$ cat src/rtl/switch_mcu_ex_pkg.sv
// Shared constants and types for the switch MCU execution-stage controller.
// Unit indices match bit positions of the one-hot unit select.
package switch_mcu_ex_pkg;

   localparam int UNIT_TYPE_R    = 0;
   localparam int UNIT_TYPE_I    = 1;
   localparam int UNIT_LOAD      = 2;
   localparam int UNIT_STORE     = 3;

   localparam int REG_AW         = 5;
   localparam int CNT_W          = 4;
   localparam int LAST_CYCLE_DEF = 5;

   typedef enum logic {
      ST_IDLE = 1'b0,
      ST_RUN  = 1'b1
   } ex_state_e;

endpackage

$ cat src/rtl/switch_mcu_ex_rf_mux.sv
// One-hot AND-OR mux: ORs together every bus slice whose select bit is set.
// An all-zero select yields zero, which keeps the register file quiet when idle.
module switch_mcu_ex_rf_mux #(
   parameter int N = 4,
   parameter int W = 32
) (
   input  logic [N-1:0]   i_sel,
   input  logic [N*W-1:0] i_bus,
   output logic [W-1:0]   o_y
);

   always_comb begin
      o_y = '0;
      for (int k = 0; k < N; k++) begin
         if (i_sel[k]) begin
            o_y = o_y | i_bus[k*W +: W];
         end
      end
   end

endmodule

$ cat src/rtl/switch_mcu_ex_ctrl.sv
// Execution-stage sequencer: accepts one decoded instruction, steps the shared
// cycle counter through 1..LAST_CYCLE and routes the active unit onto the register file.
module switch_mcu_ex_ctrl
   import switch_mcu_ex_pkg::*;
#(
   parameter int N_UNITS    = 4,
   parameter int LAST_CYCLE = LAST_CYCLE_DEF,
   parameter int XLEN       = 32
) (
   input  logic                      in_clk,
   input  logic                      in_rst,
   input  logic                      in_dec_valid,
   output logic                      out_dec_ready,
   input  logic [N_UNITS-1:0]        in_dec_unit,
   input  logic                      in_stall,
   output logic [CNT_W-1:0]          out_cycle_cnt,
   output logic [N_UNITS-1:0]        out_unit_en,
   output logic                      out_busy,
   output logic                      out_retire,
   output logic                      out_err_sel,
   input  logic [N_UNITS-1:0]        in_unit_ren_1,
   input  logic [REG_AW*N_UNITS-1:0] in_unit_raddr_1,
   input  logic [N_UNITS-1:0]        in_unit_ren_2,
   input  logic [REG_AW*N_UNITS-1:0] in_unit_raddr_2,
   input  logic [N_UNITS-1:0]        in_unit_wen,
   input  logic [REG_AW*N_UNITS-1:0] in_unit_waddr,
   input  logic [XLEN*N_UNITS-1:0]   in_unit_wdata,
   output logic                      out_rf_ren_1,
   output logic                      out_rf_ren_2,
   output logic                      out_rf_wen,
   output logic [REG_AW-1:0]         out_rf_raddr_1,
   output logic [REG_AW-1:0]         out_rf_raddr_2,
   output logic [REG_AW-1:0]         out_rf_waddr,
   output logic [XLEN-1:0]           out_rf_wdata
);

   localparam logic [CNT_W-1:0] CNT_LAST = CNT_W'(LAST_CYCLE);
   localparam logic [CNT_W-1:0] CNT_ONE  = CNT_W'(1);

   logic [CNT_W-1:0]   r_cnt, w_cnt_nxt;
   logic [N_UNITS-1:0] r_sel, w_sel_nxt;
   logic               r_retire, w_retire_nxt;
   logic               r_err, w_err_nxt;
   ex_state_e          w_state;
   logic               w_at_last, w_accept, w_onehot;
   logic [N_UNITS-1:0] w_sel_act;
   logic               w_wen_mux;

   always_ff @(posedge in_clk or negedge in_rst) begin
      if (!in_rst) begin
         r_cnt    <= '0;
         r_sel    <= '0;
         r_retire <= 1'b0;
         r_err    <= 1'b0;
      end else begin
         r_cnt    <= w_cnt_nxt;
         r_sel    <= w_sel_nxt;
         r_retire <= w_retire_nxt;
         r_err    <= w_err_nxt;
      end
   end

   assign w_state       = (r_cnt == '0) ? ST_IDLE : ST_RUN;
   assign w_at_last     = (r_cnt >= CNT_LAST);
   assign out_dec_ready = (w_state == ST_IDLE) || (w_at_last && !in_stall);
   assign w_accept      = in_dec_valid && out_dec_ready;
   assign w_onehot      = $onehot(in_dec_unit);

   // A non-one-hot select is dropped on accept: counter and select clear, error pulses.
   always_comb begin
      w_cnt_nxt    = r_cnt;
      w_sel_nxt    = r_sel;
      w_retire_nxt = 1'b0;
      w_err_nxt    = 1'b0;
      case (w_state)
         ST_IDLE: begin
            if (w_accept) begin
               if (w_onehot) begin
                  w_cnt_nxt = CNT_ONE;
                  w_sel_nxt = in_dec_unit;
               end else begin
                  w_err_nxt = 1'b1;
                  w_sel_nxt = '0;
               end
            end
         end
         ST_RUN: begin
            if (!in_stall) begin
               if (w_at_last) begin
                  w_retire_nxt = 1'b1;
                  w_cnt_nxt    = '0;
                  w_sel_nxt    = '0;
                  if (w_accept) begin
                     if (w_onehot) begin
                        w_cnt_nxt = CNT_ONE;
                        w_sel_nxt = in_dec_unit;
                     end else begin
                        w_err_nxt = 1'b1;
                     end
                  end
               end else begin
                  w_cnt_nxt = r_cnt + CNT_ONE;
               end
            end
         end
         default: begin
            w_cnt_nxt = '0;
            w_sel_nxt = '0;
         end
      endcase
   end

   assign w_sel_act     = (w_state == ST_RUN) ? r_sel : '0;
   assign out_unit_en   = w_sel_act;
   assign out_cycle_cnt = r_cnt;
   assign out_busy      = (w_state == ST_RUN);
   assign out_retire    = r_retire;
   assign out_err_sel   = r_err;

   switch_mcu_ex_rf_mux #(.N(N_UNITS), .W(1)) uRen1 (
      .i_sel (w_sel_act), .i_bus (in_unit_ren_1), .o_y (out_rf_ren_1));
   switch_mcu_ex_rf_mux #(.N(N_UNITS), .W(REG_AW)) uRaddr1 (
      .i_sel (w_sel_act), .i_bus (in_unit_raddr_1), .o_y (out_rf_raddr_1));
   switch_mcu_ex_rf_mux #(.N(N_UNITS), .W(1)) uRen2 (
      .i_sel (w_sel_act), .i_bus (in_unit_ren_2), .o_y (out_rf_ren_2));
   switch_mcu_ex_rf_mux #(.N(N_UNITS), .W(REG_AW)) uRaddr2 (
      .i_sel (w_sel_act), .i_bus (in_unit_raddr_2), .o_y (out_rf_raddr_2));
   switch_mcu_ex_rf_mux #(.N(N_UNITS), .W(1)) uWen (
      .i_sel (w_sel_act), .i_bus (in_unit_wen), .o_y (w_wen_mux));
   switch_mcu_ex_rf_mux #(.N(N_UNITS), .W(REG_AW)) uWaddr (
      .i_sel (w_sel_act), .i_bus (in_unit_waddr), .o_y (out_rf_waddr));
   switch_mcu_ex_rf_mux #(.N(N_UNITS), .W(XLEN)) uWdata (
      .i_sel (w_sel_act), .i_bus (in_unit_wdata), .o_y (out_rf_wdata));

   // x0 is hardwired zero, so a write aimed at it never reaches the register file.
   assign out_rf_wen = w_wen_mux && (out_rf_waddr != '0);

endmodule

$ cat config.mk
export PLATFORM = sky130hd
export DESIGN_NAME = switch_mcu_ex_ctrl
export DESIGN_NICKNAME = d
export VERILOG_FILES = /design/src/rtl/switch_mcu_ex_pkg.sv /design/src/rtl/switch_mcu_ex_rf_mux.sv /design/src/rtl/switch_mcu_ex_ctrl.sv
export SDC_FILE = /design/constraint.sdc
export NUM_CORES = 1
export LEC_CHECK = 0
export ABC_CLOCK_PERIOD_IN_PS = 2500
export CAP_MARGIN = 20
export CELL_PAD_IN_SITES_DETAIL_PLACEMENT = 1
export CELL_PAD_IN_SITES_GLOBAL_PLACEMENT = 1
export CORE_ASPECT_RATIO = 0.8
export CORE_UTILIZATION = 14
export DETAILED_ROUTE_END_ITERATION = 8
export PLACE_DENSITY_LB_ADDON = 0.1
export SYNTH_ARGS = -nofsm -noshare
export SYNTH_HDL_FRONTEND = slang
export SYNTH_SLANG_ARGS = --single-unit
$ cat constraint.sdc
create_clock -name in_clk -period 2.5 [get_ports in_clk]
set_input_delay 0.25 -clock in_clk [delete_from_list [all_inputs] [get_ports in_clk]]
set_output_delay 0.25 -clock in_clk [all_outputs]
set_load 0.01 [all_outputs]
==> results.py, run 1 <==
metrics = {
    "place": {
        "io_buffers": 269,
        "gp_congestion": 0.780,
        "hpwlAfterDp_mm": 10.2,
        "place_area_mm2": 0.00465,
    },
    "logic_synthesis": {
        "per_instance_average_area_after_synthesis_um2": 7.21,
        "ys_warn_count": 0,
        "synth_cell_type_count": 26,
        "netlist_instances": 234,
        "netlist_area_mm2": 0.00169,
        "synth-seq-area-share": 0.148,
        "synth_top_area_cell": "sky130_fd_sc_hd__a22oi_1",
        "net_count_synth": 448,
        "fraction_of_synthesized_cell_area_taken_by_the_top_area_cell_type": 0.450,
        "synth.top_cells.by_area": "sky130_fd_sc_hd__a22oi_1 45%, sky130_fd_sc_hd__dfrtp_1 15%, sky130_fd_sc_hd__nand2_1 10%",
        "synth_seq_cells": 10,
    },
    "floorplan": {
        "num_io_pins": 270,
        "die_width_um": 125,
        "floorplan.core_area_mm2": 0.0116,
        "fp-row-count": 35,
        "die_footprint_mm2": 0.0125,
        "chipHeight_um": 100,
        "start_util": 0.145,
    },
    "layout": {
        "filler_cell_count": 1413,
        "final_common_cell": "sky130_fd_sc_hd__clkdlybuf4s50_1",
        "multi_input_comb_area_mm2": 0.00140,
        "n_antenna_cell": 0,
        "post_route_cells_drive_above_1_share": 0.140,
        "final_cell_area_mm2": 0.00483,
        "layout.area.seq_um2": 250,
        "area_growth_syn_to_layout_pct": 187,
        "most-common-layout-cells": "224 x sky130_fd_sc_hd__clkdlybuf4s50_1, 83 x sky130_fd_sc_hd__a22oi_1, 47 x sky130_fd_sc_hd__nand2_1",
        "nets": 723,
    },
    "sta": {
        "period_needed_ns": 2.41,
        "final.period_utilization": 0.964,
        "timing.setup.tns_ns": 0,
        "setup_violations": 0,
        "slew_headroom": 0.683,
        "worst-slew-pin-transition_ns": 0.474,
        "final_hold_viol_count": 0,
        "timing.fmax_mhz": 415,
        "slew_viol_final": 0,
        "clock-skew-final_ns": 0.00129,
    },
    "route": {
        "final_antenna_net_count": 0,
        "detail_route.drc_violations": 0,
        "detail_route.first_pass.iterations": 4,
        "detailroute.via_count": 3087,
        "routed_wire_length_per_instance_um": 19.1,
        "via_per_inst": 4.71,
        "drt-initial-drc-count": 94,
        "final_wirelength_mm": 12.6,
    },
    "clock_network": {
        "cts_buffers": 3,
        "clock-root-buffer": "sky130_fd_sc_hd__clkbuf_16",
        "tritoncts": "built",
        "clock_tree.buffer_depth": 2,
        "clock_sink_count": 10,
        "worst_skew_pair.late_latency_ns": 0.23,
        "clkTransAtPathRegs_ns": 0.04,
        "cts_max_level": 1,
    },
    "setup_path": {
        "cp_data_arrival_time_ns": 2.53,
        "critical-path-top-delay-family": "adder cells",
        "rr_worst_depth": 9,
        "crit_path_class": "in2reg",
        "critical_path_buf_inv_count": 3,
        "path_depth": 10,
        "timing.critical_path.fanout_max": 4,
        "critical_path.max_stage_delay_ns": 0.54,
        "timing.critical_path.cells": "clkdlybuf4s50_1 -> inv_1 -> fa_1 -> inv_1 -> ha_1 -> ha_1 -> nor2_2 -> and3_4 -> a21oi_1 -> a22o_1",
        "cp-start-kind": "input pin",
        "worst_ep_required_time_ns": 2.62,
        "critical_path.endpoint_type": "register",
        "crit_slowest_cell": "sky130_fd_sc_hd__fa_1",
    },
    "power_and_ir_drop": {
        "total_power_w": 0.00381,
        "power.density_cell_area_mw_per_mm2": 788,
        "ir_worst_vdd_uv": 355,
        "leakagePower_nw": 2.08,
    },
    "global_routing": {
        "grt_util_overall": 0.188,
        "grt_max_degree": 37,
        "global_route_wire_length_before_repair_mm": 18.6,
        "grt_antenna_before_repair": 0,
        "first_global_vias": 3315,
        "globalRoute.totalOverflow": 0,
    },
    "outcome": {
        "outcome": "completed",
    },
    "run": {
        "max_cap_violations": 0,
    },
    "worst_hold_path": {
        "holdCritPathClass": "in2async",
    },
}
==> synthesized netlist by cell type, drive strengths merged <==
cell type  count
a21o           1
a21oi          8
a22o           5
a22oi        101
a31oi          1
and2           1
and3           2
buf           21
dfrtp         10
fa             1
ha             5
inv           10
mux2i          1
nand2         47
nand2b         1
nand4          1
nor2           5
nor2b          4
nor3           2
nor3b          1
o21ai          4
o22ai          1
o32a           1
==> where the power goes <==
group	internal [W]	switching, W
Sequential	0.000222	0.0000807
Clock	0.000240	0.0000720
Combinational	0.00167	0.00152
==> worst register-to-register path: cells and delay by family (launching register included) <==
family / cells / cell delay [ns]
simple gates: 1 / 0.23
flops: 1 / 0.39
fa+ha+maj: 1 / 0.17
compound gates: 4 / 0.59
buf+inv: 3 / 0.39
==> layer usage <==
layer	vias up	track usage	wire, um
met5	-	0	0
met4	0	0.0519	258
met3	18	0.0496	1040
met2	158	0.345	6430
met1	1445	0.217	4830
li1	1466	-	-
==> what timing repair did <==
| item | CTS | global route |
|---|---|---|
| gates resized for setup | 71 | 47 |
| hold buffers | 0 | 0 |
| endpoints found under the setup margin | 45 | 39 |
| cloned | 1 | 0 |
| pin swaps | 0 | 3 |
| buffers inserted | 6 | 0 |
==> worst paths after layout <==
path                            slack [ns]                           end                          from
worst max-delay path                  0.09  out_cycle_cnt[1]$_DFFE_PN0P_                in_dec_unit[0]
worst min-delay path                  0.34          r_sel[3]$_DFFE_PN0P_                        in_rst
worst max register to register        0.64          r_sel[3]$_DFFE_PN0P_  out_cycle_cnt[0]$_DFFE_PN0P_
worst min register to register        0.65  out_cycle_cnt[1]$_DFFE_PN0P_  out_cycle_cnt[1]$_DFFE_PN0P_
max in group asynchronous             1.83  out_cycle_cnt[0]$_DFFE_PN0P_                        in_rst
min in group in_clk                   0.65          r_sel[1]$_DFFE_PN0P_                in_dec_unit[1]
==> area by class of cell <==
cell class	count	share of cell area
tap	148	0.0383
multi-input combinational	193	0.289
sequential	10	0.0518
timing repair buffer	291	0.594
clock buffer	4	0.0184
inverter	10	0.00777
==> stage by stage <==
stage,util,std cells,hold WS (ns),setup slack [ns]
2_1_floorplan,-,234,-0.0456,0.469
3_3_place_gp,0.401,645,0.602,-0.143
3_5_place_dp,0.401,645,0.607,-0.243
4_1_cts,0.412,656,0.356,-0.0553
5_1_grt,0.416,656,0.367,-0.00340
6_report,0.416,656,0.345,0.0912
==> sequential cells by signal (all words and copies together), names as in the netlist <==
| register | flops |
|---|---|
| out_err_sel | 1 |
| r_sel | 4 |
| out_cycle_cnt | 4 |
| out_retire | 1 |
==> cells by family after synthesis <==
family / count (synthesis) / synth area share
and+or+nand+nor: 64 / 0.166
buffers and inverters: 31 / 0.0994
DFF: 10 / 0.148
muxes: 1 / 0.00593
AOI/OAI and AO/OA: 122 / 0.531
adders and majority gates: 6 / 0.0490
Note: power is estimated with default switching activity, not from simulation.
==> run 2, diff against run 1 <==
Settings changed: CORE_MARGIN from default to 3, PLACE_DENSITY from default to 0.84, PLACE_DENSITY_LB_ADDON 0.1 to default.
==> run 2 against run 1 <==
  * Worst setup slack lost 0.0072 ns
  * Wire length grew 8.4%
  * Largest power group unchanged
  * Sequential power grew 2%
  * Largest cell class unchanged
==> results.py, run 2 (synthesis results as in run 1) <==
metrics = {
    "sta": {
        "worst-slew-pin-transition_ns": 0.476,
        "period_needed_ns": 2.42,
        "timing.fmax_mhz": 414,
        "final_hold_viol_count": 0,
        "worst_slack_ns": 0.0841,
        "slew_headroom": 0.682,
        "setup_violations": 0,
        "clock-skew-final_ns": 0.00135,
        "slew_viol_final": 0,
        "final.period_utilization": 0.966,
        "rsz0062_at_grt": "yes",
        "timing.setup.tns_ns": 0,
        "hold_slack_ns": 0.281,
    },
    "setup_path": {
        "cp_data_arrival_time_ns": 2.17,
        "worstSetupStartpoint": "out_cycle_cnt[0]$_DFFE_PN0P_",
        "worst_ep_required_time_ns": 2.25,
        "cp-start-kind": "register",
        "timing.critical_path.fanout_max": 31,
        "timing.rr.start": "out_cycle_cnt[0]$_DFFE_PN0P_",
        "crit_path_class": "reg2out",
        "critical_path.endpoint_type": "output pin",
    },
    "power_and_ir_drop": {
        "pwr-share-comb": 0.842,
        "ir_worst_vdd_uv": 340,
        "power.density_cell_area_mw_per_mm2": 810,
        "cellInternalPower_w": 0.00219,
        "power.switching_fraction": 0.447,
        "power_switching_w": 0.00177,
        "clock_power_share": 0.080,
        "leakagePower_nw": 2.14,
        "seq_power_share": 0.078,
    },
    "clock_network": {
        "clock_sink_count": 10,
        "clkTransAtPathRegs_ns": 0.04,
        "cts_max_level": 1,
        "clock_tree.buffer_depth": 2,
        "worst_skew_pair.late_latency_ns": 0.24,
        "cts_buffers": 3,
        "clock-root-buffer": "sky130_fd_sc_hd__clkbuf_16",
        "tritoncts": "built",
        "ctsHoldBuffers": 0,
    },
    "global_routing": {
        "global_route_wire_length_before_repair_mm": 19.8,
        "grt_util_overall": 0.187,
        "globalRoute.totalOverflow": 0,
        "first_global_vias": 3499,
        "grt_max_degree": 32,
        "grt_antenna_before_repair": 0,
    },
    "floorplan": {
        "fp-row-count": 35,
        "start_util": 0.145,
        "chipHeight_um": 104,
        "floorplan.core_area_mm2": 0.0116,
        "die_footprint_mm2": 0.0134,
        "die_width_um": 129,
        "num_io_pins": 270,
    },
    "route": {
        "routed_wire_length_per_instance_um": 20.8,
        "detail_route.drc_violations": 0,
        "detail_route.first_pass.iterations": 4,
        "final_wirelength_mm": 13.6,
        "via_per_inst": 4.80,
        "final_antenna_net_count": 0,
        "detailroute.via_count": 3137,
        "drt-initial-drc-count": 144,
    },
    "layout": {
        "post_route_cells_drive_above_1_share": 0.0988,
        "area_growth_syn_to_layout_pct": 190,
        "final_common_cell": "sky130_fd_sc_hd__clkdlybuf4s50_1",
        "finish.utilization": 0.420,
        "nets": 721,
        "filler_cell_count": 1352,
        "most-common-layout-cells": "220 x sky130_fd_sc_hd__clkdlybuf4s50_1, 87 x sky130_fd_sc_hd__a22oi_1, 47 x sky130_fd_sc_hd__nand2_1",
        "fin_cells": 654,
        "n_antenna_cell": 0,
    },
    "place": {
        "dp_slack_ns": -0.265,
        "io_buffers": 269,
        "gp_congestion": 0.933,
        "place.detailed.instances": 645,
        "hpwlAfterDp_mm": 11.1,
    },
    "worst_hold_path": {
        "hold_path_startpoint": "in_dec_unit[3]",
        "holdCritPathClass": "in2reg",
    },
    "outcome": {
        "outcome": "completed",
    },
    "run": {
        "max_cap_violations": 0,
    },
}
==> run 2: layout make-up <==
| type | instances | area (um^2) | area share |
|---|---|---|---|
| Sequential cell | 10 | 250 | 0.0512 |
| Tap cell | 148 | 185 | 0.0379 |
| Clock buffer | 4 | 88.8 | 0.0182 |
| Multi-Input combinational cell | 193 | 1390 | 0.284 |
| Inverter | 10 | 37.5 | 0.00767 |
| Timing Repair Buffer | 289 | 2940 | 0.602 |
==> run 2: layer usage <==
layer	wire length [um]	up-vias	GRT usage	share of wire
met2	7180	150	0.355	0.53
met4	331	0	0.0517	0.024
met1	5140	1500	0.210	0.38
met5	0	-	0	0
met3	954	24	0.0354	0.070
li1	-	1463	-	-
==> run 2: per-stage QoR <==
| stage | power (W) | cell area [um^2] |
|---|---|---|
| after floorplan | 0.00170 | 1690 |
| after global routing | 0.00425 | 4890 |
| after global placement | 0.00367 | 4680 |
| after detailed placement | 0.00379 | 4680 |
| after CTS | 0.00393 | 4800 |
| final | 0.00396 | 4890 |
==> run 2: final timing paths <==
kind / end / slack (ns) / cells after the start
hold / removal: r_sel[3]$_DFFE_PN0P_ / 0.28 / 2
min in group asynchronous: out_err_sel$_DFF_PN0_ / 0.34 / 1
setup / recovery: out_unit_en[1] / 0.08 / 7
hold reg to reg: out_cycle_cnt[1]$_DFFE_PN0P_ / 0.68 / 2
setup reg to reg: out_cycle_cnt[2]$_DFFE_PN0P_ / 0.56 / 7
max in group asynchronous: r_sel[1]$_DFFE_PN0P_ / 1.83 / 1
==> run 2: worst max-delay path, stage by stage, from the launching register on <==
cell                              delay, ns
sky130_fd_sc_hd__dfrtp_1               0.36
sky130_fd_sc_hd__inv_1                 0.06
sky130_fd_sc_hd__ha_2                  0.18
sky130_fd_sc_hd__nor3b_4               0.16
sky130_fd_sc_hd__buf_12                0.15
sky130_fd_sc_hd__nor2b_4               0.21
sky130_fd_sc_hd__buf_12                0.23
sky130_fd_sc_hd__clkdlybuf4s50_1       0.57
==> run 2: power groups by stage <==
stage | sequential [W] | combinational (W) | clock, W
final | 0.000310 | 0.00334 | 0.000316
after global routing | 0.000325 | 0.00359 | 0.000330
after CTS | 0.000311 | 0.00330 | 0.000318
after detailed placement | 0.000311 | 0.00347 | 0
after global placement | 0.000303 | 0.00336 | 0
after floorplan | 0.000318 | 0.00138 | 0
==> run 2: timing repair <==
action                                  4_1_cts  5_1_grt
buffers inserted                              4        0
endpoints found under the setup margin       46       41
gates cloned                                  1        0
gates resized for setup                      51       26
pin swaps                                     2        4
hold endpoints to repair                      0        0
==> RTL change 1 (config.mk and constraints of run 1) <==
Set the parameter `N_UNITS` to 8 (it was 4).
--- a/src/rtl/switch_mcu_ex_ctrl.sv
+++ b/src/rtl/switch_mcu_ex_ctrl.sv
@@ -3,7 +3,7 @@
 module switch_mcu_ex_ctrl
    import switch_mcu_ex_pkg::*;
 #(
-   parameter int N_UNITS    = 4,
+   parameter int N_UNITS    = 8,
    parameter int LAST_CYCLE = LAST_CYCLE_DEF,
    parameter int XLEN       = 32
 ) (
Interface: changed (9 resized); port bits go from 270 to 478. The function was not compared with the original's and may differ.
==> RTL change 1 against run 1 <==
The run now ends with design-rule violations, negative setup slack left; sequential cell count increased by 4; core utilization up 5.5 points; first-iteration DRC count rose to 3.3 times the old value; largest cell class unchanged; critical path type unchanged; hold slack lost 0.11 ns; area after synthesis up 80%; count of clock-buffer cells in the layout unchanged; clock skew up 0.0011 ns; critical endpoint is now out_cycle_cnt[2]; highest routed layer is now met5; die area increased by 78%; final area up 100%; routed wire length grew to 2.6 times the old value; synthesized cell count is 74% higher; non-clock buffer count up 315; power is 110% higher; setup slack got worse by 0.79 ns.
==> RTL change 1: results (changes against run 1) <==
| Metric | Value |
|---|---|
| Initial antenna violation count | `7 (+7)` |
| Final Skew | `0.00244 ns (+0.00115 ns)` |
| Placer Congestion | `0.963 (+23%)` |
| Port Buf Inserts | `477 (+77%)` |
| Placed insts | `1,199 (+86%)` |
| Setup WS pre-CTS | `-1.33 ns (-1.09 ns)` |
| Post-synthesis mux area share | `0.00661 (+0.000677)` |
| Post-Synth Adder-Cell Area | `0.0512 (+0.00228)` |
| Top post-synthesis cells by area | `a22oi_1, dfrtp_1, nand3b_1, nand2_1, nand4_1` |
| Worst R2R Setup Slack | `0.45 ns (-0.19 ns)` |
| Register area share after synthesis | `0.116 (-0.0327)` |
| Status | `complete, but fails checks` |
| Synth Area in Compound Gates | `0.556 (+0.0250)` |
| RR Endpoint | `out_cycle_cnt[0]` |
| First-pass GRT wire length | `46.5 mm (+150%)` |
| Total track usage | `0.284 (+0.0955)` |
| Hold crit path type | `in2reg` |
| Clock Latency Late Sink | `0.25 ns (+0.02 ns)` |
| Wire per inst | `26.5 um (+38%)` |
| Largest net degree at the start of global routing | `33 (-11%)` |
| Final worst slack | `-0.702 ns (-0.793 ns)` |
| Largest delay share family, worst path | `adder cells` |
| Leak pwr | `0.00397 uW (+91%)` |
| Placed Area | `8850 um2 (+90%)` |
| Layout cells sized above 1 | `0.290 (+0.150)` |
| Via count | `6,233 (+100%)` |
| Syn nets | `828 (+85%)` |
| Yosys cell types | `34 (+31%)` |
| Via/cell ratio | `4.99 (+6.0%)` |
| DPL Wire Length | `26.5 mm (+160%)` |
| Arrival @ worst endpoint | `3.33 ns (+0.80 ns)` |
| WHS | `0.236 ns (-0.109 ns)` |
| Filler instances | `2,373 (+68%)` |
| Gate Count Post-Synth | `406 (+74%)` |
| Failing checks | `design-rule violations, negative setup slack` |
| Worst-Margin Slew | `0.672 ns (+0.198 ns)` |
| Peak supply drop | `0.377 mV (+6.1%)` |
| Yosys warns | `0 (unchanged)` |
| DR DRC count | `24 (+24)` |
| DRT iter0 DRCs | `313 (+230%)` |
| Top cells by count, synth | `a22oi_1, nand2_1, nand3b_1` |
| Final setup fails | `59 (+59)` |
| Reg2reg start | `out_cycle_cnt[1]` |
| First-pass iteration count of the detailed router | `7 (+3)` |
-- RTL change 1: cell count changes after synthesis, sizes merged, moves of 4 or more --
cell and delta:
nor2b +4, inv +6, clkbuf +17, a22o +8, buf +4, dfrtp +4, a22oi +89, nand4 +18
a221oi +5, nand3b +28, nand2 -15
-- RTL change 1: final cells by class --
cell class,instances,area [um2],area share
timing repair buffer,606,6080,0.616
multi-input combinational,334,2940,0.298
inverter,16,60.1,0.00608
tap,269,337,0.0341
antenna,6,15.0,0.00152
clock buffer,4,88.8,0.00900
sequential,14,350,0.0355
-- RTL change 1: repair_timing --
item	in CTS	in global routing
gates cloned	6	0
setup buffers	28	12
gates resized for setup	254	100
pin swaps	44	37
hold buffers	0	0
endpoints found under the setup margin	71	67
-- RTL change 1: where the power goes --
part	internal [uW]	switching, uW
clock network	243	98.7
logic	3930	3490
registers	303	90.5
total	4480	3680
-- RTL change 1: how the worst max path moves through the flow --
stage,startpoint,to,depth (start not counted)
2_1_floorplan,in_dec_unit[0],r_sel[4],12
3_3_place_gp,in_dec_unit[0],r_sel[0],13
3_5_place_dp,in_dec_unit[0],out_cycle_cnt[2],14
4_1_cts,in_dec_unit[0],out_cycle_cnt[2],14
5_1_grt,in_dec_unit[0],out_cycle_cnt[2],14
6_report,in_dec_unit[0],out_cycle_cnt[2],14
-- RTL change 1: cell families after synthesis --
family	Yosys count
AOI/OAI and AO/OA	223
adders and majority gates	10
buffers and inverters	58
DFF	14
muxes	2
and+or+nand+nor	99
-- RTL change 1: per-layer routing --
| layer | GRT usage | vias up | share of wire |
|---|---|---|---|
| met5 | 0 | - | 0.00039 |
| met4 | 0.113 | 2 | 0.035 |
| met3 | 0.0606 | 54 | 0.066 |
| met2 | 0.544 | 289 | 0.54 |
| met1 | 0.302 | 3049 | 0.36 |
| li1 | - | 2839 | - |
==> RTL change 2 (flow settings as in run 1) <==
Without the edit above. Reset style: synchronous (`in_rst`), changed in one clocked block.
--- a/src/rtl/switch_mcu_ex_ctrl.sv
+++ b/src/rtl/switch_mcu_ex_ctrl.sv
@@ -46,7 +46,7 @@
    logic [N_UNITS-1:0] w_sel_act;
    logic               w_wen_mux;
 
-   always_ff @(posedge in_clk or negedge in_rst) begin
+   always_ff @(posedge in_clk) begin
       if (!in_rst) begin
          r_cnt    <= '0;
          r_sel    <= '0;
Behaviour: differs if in_rst is asserted again (counterexample within 4 cycles, from zero or initial values and one cycle with in_rst low); with in_rst held inactive, the same outputs for 10 cycles.
==> RTL change 2 against run 1 <==
Area after synthesis is 2.0% lower; clock skew is 0.0028 ns higher; critical path type is now reg2out; final area is 2.2% higher; register-to-register slack better by 0.08 ns; first-iteration DRC count is 9.6% lower; cell count is 2.3% higher; sequential share of layout area is 1.1 points lower; sequential cell count stayed put; highest routed layer unchanged; setup slack worse by 0.046 ns; routed wire length is 2.9% higher.
Power is not compared: it rests on default switching activity, and its combinational part moved more than twofold at a synthesized area within 25%.
==> RTL change 2: results (changes against run 1) <==
| Metric | Value |
|---|---|
| Status | `finished, final reports clean` |
| Layout net count | `739 (+2.2%)` |
| Clock tree buffer depth | `2 (unchanged)` |
| Post-synth EDFFs | `0 (unchanged)` |
| Ant. Diodes | `0 (unchanged)` |
| Leak pwr | `0.00216 uW` |
| Top cells by count, synth | `a22oi_1, nand2_1, buf_2` |
| Clk slew on worst S/H paths | `0.04 ns (about the same)` |
| Yosys warns | `0 (unchanged)` |
| Final Skew | `0.00404 ns (+0.00275 ns)` |
| Final hold viol count | `0 (unchanged)` |
| First-pass GRT wire length | `17.8 mm (-4.0%)` |
| Initial antenna violation count | `0 (unchanged)` |
| Full die area | `12,200 um2 (-2.0%)` |
| CP Max Fanout | `17 (+13)` |
| Vias in the first global route | `3,225 (-2.7%)` |
| Setup WS pre-CTS | `-0.330 ns (-0.0868 ns)` |
| Placer Congestion | `0.767 (-1.7%)` |
| Arrival @ worst endpoint | `2.20 ns (-0.33 ns)` |
| Yosys cell types | `27 (+3.8%)` |
| Hold crit path type | `in2reg` |
| Port Buf Inserts | `269 (unchanged)` |
| Clock Latency Late Sink | `0.24 ns` |
| Slew headroom | `0.742 (+0.0591)` |
| WL final | `12.9 mm (+2.9%)` |
| TritonCTS Buffers | `3 (unchanged)` |
| Filler instances | `1,377 (-2.5%)` |
| Async SR Flop Fraction | `0 (-1.00)` |
| Register area share after synthesis | `0.121 (-0.0272)` |
| Largest net degree at the start of global routing | `38 (+2.7%)` |
| Peak supply drop | `0.238 mV` |
| Layout cells sized above 1 | `0.101 (-0.0384)` |
| DPL Wire Length | `10.1 mm (-1.1%)` |
| Syn nets | `457 (+2.0%)` |
| H-Tree Depth | `1 (unchanged)` |
| First-pass iteration count of the detailed router | `4 (unchanged)` |
| DR DRC count | `0 (unchanged)` |
| Share of the synthesized area in the top cell type | `0.459 (+0.00919)` |
| Via count | `3,127 (+1.3%)` |
| Top FF cell, synth | `dfxtp_1` |
| CTS root buf | `clkbuf_16` |
| Top post-synthesis cells by area | `a22oi_1, nand2_1, dfxtp_1, buf_2, ha_1` |
| Total track usage | `0.194 (+0.00605)` |
| DRT iter0 DRCs | `85 (-9.6%)` |
## RTL change 2: metrics by stage
stage                     utilization  area (um2)  total power (uW)  std cells
after CTS                       0.419        4830              1300        666
after global placement          0.405        4670               959        655
after global routing            0.429        4940              1400        671
final                           0.429        4940              1320        671
after floorplan                     -        1650               406        243
after detailed placement        0.405        4670               970        655
## RTL change 2: layer usage
metal / vias to the layer above / part of all wire / track usage / routed length (um)
met5: - / 0 / 0 / 0
met4: 0 / 0.027 / 0.0565 / 355
met3: 18 / 0.085 / 0.0585 / 1100
met2: 148 / 0.51 / 0.360 / 6560
met1: 1453 / 0.38 / 0.211 / 4890
li1: 1508 / - / - / -
## RTL change 2: path summary, 6_finish.rpt
kind	startpoint	to	slack (ns)	cells after the start
worst max-delay path	out_cycle_cnt[0]	out_rf_wdata[7]	0.05	11
worst min-delay path	in_dec_unit[0]	r_sel[0]	0.31	3
worst max register to register	out_cycle_cnt[0]	r_sel[1]	0.72	8
worst min register to register	r_sel[2]	r_sel[2]	0.55	2
## RTL change 2: cell type report
type	instances	area [um2]	share of cell area
flip-flops and latches	10	200	0.0405
repair buffers	298	3050	0.618
well taps	148	185	0.0375
multi-input cells	202	1390	0.281
inverters	10	37.5	0.00760
clock buffers	3	75.1	0.0152
## RTL change 2: cell families (layout without fill, tap and decap cells)
group,count (synthesis),after routing,synth area share
compound gates,117,117,0.519
simple gates,74,74,0.195
buf+inv,31,311,0.0848
flops,10,10,0.121
fa+ha+maj,6,6,0.0500
mux,5,5,0.0303
## RTL change 2: power breakdown
| group | switching, uW | leakage, uW | internal, uW |
|---|---|---|---|
| registers | 11.2 | 0.0000811 | 173 |
| logic | 298 | 0.00204 | 551 |
| clock network | 79.1 | 0.0000370 | 208 |
| total | 388 | 0.00216 | 932 |
## RTL change 2: worst max-delay path, stage by stage (launching register included)
cell,delay (ns)
dfxtp_1,0.34
inv_1,0.06
ha_2,0.19
nor3b_4,0.16
buf_12,0.15
buf_4,0.13
nor2b_4,0.19
buf_12,0.14
clkbuf_16,0.18
a22oi_2,0.06
nand2_1,0.08
dlygate4sd2_1,0.29
## RTL change 2: what timing repair did
item	4_1_cts	5_1_grt
buffers inserted	6	4
endpoints found under the setup margin	46	16
gates cloned	2	1
pin swaps	0	4
gates resized for setup	52	40
